===== src/rtl/fetch_unit.sv =====
// Instruction-fetch stage: PC register, IF/ID capture, branch redirect/flush and fault/halt handling.
// Optional end-of-program halt on an all-zero word is enabled by defining FETCH_HALT_EN.
module fetch_unit #(
  parameter logic [63:0] RESET_PC  = 64'd0,
  parameter int unsigned MEM_BYTES = 116
) (
  input  logic        clk,
  input  logic        reset_n,
  input  logic        Stall,
  input  logic        Branch_Taken,
  input  logic [63:0] Branch_Target,
  output logic [63:0] Inst_Address,
  input  logic [31:0] Instruction,
  output logic [63:0] IFID_PC,
  output logic [31:0] IFID_Instruction,
  output logic        IFID_Valid,
  output logic        Fault,
  output logic        Halted
);

  localparam logic [63:0] LAST_PC = 64'(MEM_BYTES - 4);
  localparam logic [31:0] NOP     = 32'h0000_0013;

`ifdef FETCH_HALT_EN
  typedef enum logic [1:0] {S_RUN, S_HALT, S_FAULT} state_e;
`else
  typedef enum logic [1:0] {S_RUN, S_FAULT} state_e;
`endif

  state_e      state_q, state_d;
  logic [63:0] pc_q, pc_d;
  logic [63:0] ifid_pc_q, ifid_pc_d;
  logic [31:0] ifid_ins_q, ifid_ins_d;
  logic        valid_q, valid_d;

  // 65-bit sum so a wrapping PC+4 still compares as out of range
  logic [64:0] pc_plus4;
  logic        seq_oob;
  logic        tgt_bad;

  assign pc_plus4 = {1'b0, pc_q} + 65'd4;
  assign seq_oob  = pc_plus4 > {1'b0, LAST_PC};
  assign tgt_bad  = (Branch_Target[1:0] != 2'b00) || (Branch_Target > LAST_PC);

  always_ff @(posedge clk or negedge reset_n) begin
    if (!reset_n) begin
      state_q    <= S_RUN;
      pc_q       <= RESET_PC;
      ifid_pc_q  <= '0;
      ifid_ins_q <= NOP;
      valid_q    <= 1'b0;
    end else begin
      state_q    <= state_d;
      pc_q       <= pc_d;
      ifid_pc_q  <= ifid_pc_d;
      ifid_ins_q <= ifid_ins_d;
      valid_q    <= valid_d;
    end
  end

  always_comb begin
    state_d    = state_q;
    pc_d       = pc_q;
    ifid_pc_d  = ifid_pc_q;
    ifid_ins_d = ifid_ins_q;
    valid_d    = valid_q;
    case (state_q)
      S_RUN: begin
        if (Branch_Taken) begin
          valid_d = 1'b0;
          if (tgt_bad) begin
            state_d = S_FAULT;
          end else begin
            pc_d = Branch_Target;
          end
        end else if (!Stall) begin
`ifdef FETCH_HALT_EN
          if (Instruction == '0) begin
            state_d = S_HALT;
            valid_d = 1'b0;
          end else
`endif
          begin
            ifid_pc_d  = pc_q;
            ifid_ins_d = Instruction;
            valid_d    = 1'b1;
            // last legal word stays latched; PC parks on it
            if (seq_oob) begin
              state_d = S_FAULT;
            end else begin
              pc_d = pc_plus4[63:0];
            end
          end
        end
      end
      default: valid_d = 1'b0;
    endcase
  end

  assign Inst_Address     = pc_q;
  assign IFID_PC          = ifid_pc_q;
  assign IFID_Instruction = ifid_ins_q;
  assign IFID_Valid       = valid_q;
  assign Fault            = (state_q == S_FAULT);
`ifdef FETCH_HALT_EN
  assign Halted           = (state_q == S_HALT);
`else
  assign Halted           = 1'b0;
`endif

endmodule


===== config.mk =====
export PLATFORM = sky130hd
export DESIGN_NAME = fetch_unit
export DESIGN_NICKNAME = d
export VERILOG_FILES = /design/src/rtl/fetch_unit.sv
export SDC_FILE = /design/constraint.sdc
export NUM_CORES = 1
export LEC_CHECK = 0
export ABC_AREA = 1
export CELL_PAD_IN_SITES_DETAIL_PLACEMENT = 1
export CELL_PAD_IN_SITES_GLOBAL_PLACEMENT = 2
export CORE_UTILIZATION = 29
export DETAILED_ROUTE_END_ITERATION = 7
export PLACE_DENSITY_LB_ADDON = 0.25
export SYNTH_ARGS = -nofsm -noshare
export SYNTH_HDL_FRONTEND = slang
export SYNTH_SLANG_ARGS = --single-unit

===== constraint.sdc =====
create_clock -name clk -period 4.1 [get_ports clk]
set_input_delay 0.82 -clock clk [delete_from_list [all_inputs] [get_ports clk]]
set_output_delay 0.82 -clock clk [all_outputs]
set_load 0.05 [all_outputs]

==> impl_metrics.env <==
export IMPL_synth_seq_cells=162
export IMPL_synth_seq_area_share_pct=47.9
export IMPL_powerDensity_mw_per_mm2=333
export IMPL_die_x_um=173
export IMPL_cts_buffers=17
export IMPL_dpl_hpwl_um=24900
export IMPL_ys_flop_type="dfrtp_1"
export IMPL_report_final_setup_viol=0
export IMPL_hp_class="in -> async"
export IMPL_antenna_found_initial=0
export IMPL_route_antenna_remaining_nets=0
export IMPL_rsz0062_at_grt="false"
export IMPL_gp_congestion=0.902
export IMPL_maxSlewViolCount=0
export IMPL_diodes=0
export IMPL_critPathKind="reg -> reg"
export IMPL_syn_area_mm2=0.00848
export IMPL_finClkSkew_ns=0.0110
export IMPL_clockBufferDepth=2
export IMPL_core_area_mm2=0.0287
export IMPL_syn_inst=1042
export IMPL_drc_errors=0
export IMPL_syn2layout_area_growth_pct=42.7
export IMPL_wirelength_um=31500
export IMPL_cellLeakagePower_nw=6.20
export IMPL_ios=263
export IMPL_critPathMaxFanout=34
export IMPL_cts_root_buf="clkbuf_16"
export IMPL_grt_max_degree=78
export IMPL_worst_setup_path_end_kind="register"
export IMPL_clkTransAtPathRegs_ns=0.08
export IMPL_postCtsHoldBufs=0
export IMPL_synth_edf_count=0
export IMPL_grt_pass1_vias=8524
export IMPL_yosysWarnings=0
export IMPL_reg2reg_depth=17
export IMPL_wl_per_cell_um=18.6
export IMPL_cts_tree="done"
export IMPL_irDropWorstVdd_mv=0.190
export IMPL_cts_setup_buffers=0
export IMPL_synth_distinct_cells=37
export IMPL_drt_iter0_markers=413
export IMPL_ys_async_sr_fraction_pct=100
export IMPL_min_period_over_period_pct=80.4
export IMPL_final_util_pct=42.2
export IMPL_initial_core_util_pct=29.5
export IMPL_vias=8029
export IMPL_grtUsageTotal_pct=21.7
export IMPL_status="completed"
export IMPL_worstPathRequired_ns=4.40
export IMPL_syn_num_nets=1143
export IMPL_clock_sinks=162
export IMPL_period_minus_slack_ns=3.29
export IMPL_grt_pass1_wl_um=50100
export IMPL_dieArea_mm2=0.0299
export IMPL_drv_cap=0
export IMPL_worst_pin_slew_ns=0.614
export IMPL_htree_levels=4
export IMPL_die_h_um=173
export IMPL_viasPerCell=4.74
export IMPL_first_pass_iters=5
export IMPL_slew_headroom_pct=58.9
export IMPL_post_cts_resized=0
export IMPL_drive_above_1_share_pct=12.2
export IMPL_nNetsFinal=1399
export IMPL_insertion_delay_ns=0.45
export IMPL_fmax_mhz=304
export IMPL_reg2reg_slack_ns=0.81
export IMPL_cp_start_kind="register"
export IMPL_io_buffer_count=261
export IMPL_grt_overflow=0
export IMPL_finalHoldViolations=0
export IMPL_fin_setup_tns_ns=0
export IMPL_num_rows=62
export IMPL_cp_arrival_ns=3.59
export IMPL_syn_avg_cell_area_um2=8.14
[cell usage in the layout, fill, tap and decap left out, drive strengths merged, types with 9 or more instances in the layout]
cell type      instances
nand3                 53
xor2                  15
mux2                  33
nor2                 135
buf                    9
nand2                325
a21oi                 59
clkbuf                18
nor3                  11
nor4                  14
clkdlybuf4s50        260
nand4                 20
dfrtp                159
o21ai                 76
inv                  107
[kinds of logic (layout without fill, tap and decap cells)]
kind of cell    count (synthesis)  in the layout  share of synthesized area [%]
buf+inv                       129            398                           6.68
mux                            33             33                           4.38
simple gates                  563            563                           29.3
fa+ha+maj                       1              1                          0.148
xor+xnor                       15             15                           1.55
compound gates                138            138                           10.0
flops                         162            162                           47.9
other cells                     1              1                         0.0442
[cell usage after synthesis (all sizes together) (14+ instances only)]
master | instances | area share [%]
nor4 | 14 | 1.0
inv | 97 | 4.3
clkbuf | 20 | 0.89
mux2 | 33 | 4.4
xor2 | 15 | 1.5
dfrtp | 159 | 47
nand3 | 53 | 3.3
o21ai | 76 | 4.5
nand4 | 20 | 1.5
nor2 | 135 | 7.3
a21oi | 59 | 5.2
nand2 | 325 | 15
[power breakdown]
part	switching [mW]	internal (mW)	leakage, nW
Clock	0.789	0.948	0.303
Combinational	0.355	0.231	4.06
Sequential	0.0357	1.67	1.84
[path summary, 6_finish.rpt]
path	startpoint	to
max	Inst_Address[2]$_DFFE_PN0P_	Inst_Address[63]$_DFFE_PN0P_
min	reset_n	IFID_PC[23]$_DFFE_PN0P_
max reg2reg	Inst_Address[2]$_DFFE_PN0P_	Inst_Address[63]$_DFFE_PN0P_
min reg2reg	IFID_PC[24]$_DFFE_PN0P_	IFID_PC[24]$_DFFE_PN0P_
max in group asynchronous	reset_n	Inst_Address[29]$_DFFE_PN0P_
min in group clk	IFID_PC[24]$_DFFE_PN0P_	IFID_PC[24]$_DFFE_PN0P_
[registers in the layout (all words and copies together), names as in the netlist]
name              count
IFID_PC              64
Inst_Address         64
state_q               1
IFID_Instruction     32
IFID_Valid            1
[layer usage]
layer	up-vias	track usage (%)	share of wire [%]
met3	35	5.34	5.3
met4	0	5.79	1.6
li1	3877	-	-
met5	-	0	0
met1	3895	28.1	45
met2	222	36.2	49
[per-stage QoR]
| step | area (um^2) | total power [mW] | setup WS (ns) | hold WS (ns) | std cells |
|---|---|---|---|---|---|
| CTS | 12100 | 4.07 | 0.795 | 0.352 | 1695 |
| finish | 12100 | 4.02 | 0.805 | 0.334 | 1695 |
| detailed placement | 11500 | 2.33 | 0.419 | 0.474 | 1663 |
| floorplan | 8480 | 2.03 | 1.39 | 0.524 | 1042 |
| global placement | 11500 | 2.32 | 0.503 | 0.466 | 1663 |
| global route | 12100 | 4.16 | 0.576 | 0.371 | 1695 |
[area by class of cell]
class | count | area (um^2)
Clock buffer | 18 | 439
Clock inverter | 14 | 181
Fill cell | 3440 | 16600
Inverter | 97 | 364
Multi-Input combinational cell | 751 | 3870
Sequential cell | 162 | 4060
Tap cell | 384 | 480
Timing Repair Buffer | 269 | 2710
[worst max-delay path, stage by stage, from the launching register on]
cell     delay (ns)
dfrtp_1        0.48
ha_1           0.27
nand2_2        0.10
nor2_4         0.18
nand2_4        0.15
nor2_4         0.23
nand3_2        0.20
nand2_1        0.13
nand2_1        0.11
nor2_1         0.12
nand2_1        0.06
nor2_1         0.13
nand2_1        0.07
nor2_1         0.11
nand3_1        0.09
nand2_2        0.08
buf_4          0.48
a21oi_1        0.13
Note: power is estimated with default switching activity, not from simulation.
==> RTL edit: new RTL, same settings <==
Build with the macro `FETCH_HALT_EN` defined.
--- a/src/rtl/fetch_unit.sv
+++ b/src/rtl/fetch_unit.sv
@@ -1,5 +1,7 @@
 // Instruction-fetch stage: PC register, IF/ID capture, branch redirect/flush and fault/halt handling.
 // Optional end-of-program halt on an all-zero word is enabled by defining FETCH_HALT_EN.
+`define FETCH_HALT_EN
+
 module fetch_unit #(
   parameter logic [63:0] RESET_PC  = 64'd0,
   parameter int unsigned MEM_BYTES = 116
Behaviour: not the same (a bounded check fails within 4 cycles, from zero or initial values and one cycle with reset_n low).
==> RTL edit against the original RTL <==
  * Synthesized cell count grew 6.4%
  * Worst setup slack gained 0.077 ns
  * Global-route usage grew 0.85 points
  * Routed wire length grew 4.1%
  * Design area is essentially flat
  * Sequential cell count grew 1
  * Area after synthesis shrank 0.35%
  * Hold slack gained 0.040 ns
  * Critical path type unchanged
  * Largest cell class unchanged
  * Highest routed layer unchanged
Power is not compared: it rests on default switching activity, and its combinational part moved more than twofold at a synthesized area within 25%.
==> RTL edit: results (changes against the original RTL) <==
* Outcome: completed
* Max Clock Freq at 311 MHz (+2.4%)
* Crit path max-delay cell type: dfrtp_1
* DR iter-0 viols at 524 (+27%)
* Vias per cell at 4.81 (+1.4%)
* Post-CTS Resized at 0 (unchanged)
* Met2 GRT Util at 37.3% (+1.2 points)
* Share of cells above drive strength 1 at 7.39% (-4.8 points)
* GRT Util Overall at 22.6% (+0.85 points)
* Ranking of synthesized cells by area: dfrtp_1, nand2_1, nor2_1
* Met3 usage at 5.83% (+0.48 points)
* Final clock skew at 0.0112 ns (+0.000147 ns)
* Pre-CTS setup slack at 0.613 ns (+0.193 ns)
* Gpl congestion at 0.904 (+0.31%)
* CTS buffer count at 17 (unchanged)
* Arr. time, crit path at 3.53 ns (-0.06 ns)
* Crit-path max FO at 57 (+68%)
* Hold Slack at 0.374 ns (+0.0396 ns)
* Worst slew margin at 50.2% (-8.7 points)
* Vias in the first global route at 9,064 (+6.3%)
* Routed wl met2 at 15,600 um (+2.1%)
* First-pass GRT wire length at 52,200 um (+4.2%)
* 1st-pass router iterations at 4 (-1)
* Post-DP HPWL at 25,800 um (+3.6%)
* WL met3 at 2160 um (+29%)
* Nets@finish at 1,468 (+4.9%)
* Met1 Use GR at 29.3% (+1.1 points)
* Unique masters post-synth at 34 (-8.1%)
* Worst R2R Setup Slack at 0.88 ns (+0.08 ns)
* Placed Area at 11,500 um2 (+0.34%)
* Synth cell count leaders: nand2_1, dfrtp_1, nor2_1
* Syn Nets at 1,210 (+5.9%)
* Largest net degree at the start of global routing at 107 (+37%)
* Total Wirelength at 32,800 um (+4.1%)
* IO buf count at 262 (+0.38%)
* Top routing layer used: met4
* Register area share after synthesis at 48.3% (+0.47 points)
* Synth top area share at 47.4% (+0.46 points)
* Metal-1 WL at 14,500 um (+3.4%)
* P_leak at 6.22 nW
* Inserted Diodes at 0 (unchanged)
[RTL edit: cell types whose count changed in the layout (fill, tap and decap cells not counted), sizes merged, moves of 5 or more]
cell,delta
xor2,-7
nand4,+8
nand2,+41
nor2,+9
nor4,+9
inv,+5
[RTL edit: final timing paths]
kind,startpoint,depth (start not counted),end
worst max-delay path,Inst_Address[2],17,Inst_Address[17]
worst min-delay path,reset_n,1,IFID_PC[40]
worst max register to register,Inst_Address[2],17,Inst_Address[17]
worst min register to register,IFID_PC[29],2,IFID_PC[29]
max in group asynchronous,reset_n,2,IFID_Instruction[21]
min in group clk,IFID_PC[29],2,IFID_PC[29]
[RTL edit: final cells by class]
| type | count | area, um2 |
|---|---|---|
| repair buffers | 269 | 2730 |
| inverters | 104 | 390 |
| fillers | 3457 | 16600 |
| well taps | 384 | 480 |
| clock inverters | 15 | 158 |
| flip-flops and latches | 163 | 4080 |
| clock buffers | 17 | 425 |
| multi-input cells | 812 | 3840 |
[RTL edit: logic make-up after synthesis]
family | after synthesis | synth area share (%)
and+or+nand+nor | 634 | 31.9
DFF | 163 | 48.3
muxes | 32 | 4.26
buffers and inverters | 134 | 6.34
adders and majority gates | 1 | 0.148
xor gates and xnor gates | 8 | 0.829
AOI/OAI and AO/OA | 137 | 8.20
[RTL edit: report_power, final]
group,internal (mW),switching [mW]
registers,1.61,0
clock network,0.865,0.765
logic,0.0929,0.0704
[RTL edit: stage by stage]
stage | utilization, % | std cells
2_1_floorplan | - | 1109
3_3_place_gp | 40.1 | 1732
3_5_place_dp | 40.1 | 1732
4_1_cts | 42.2 | 1764
5_1_grt | 42.2 | 1764
6_report | 42.2 | 1764
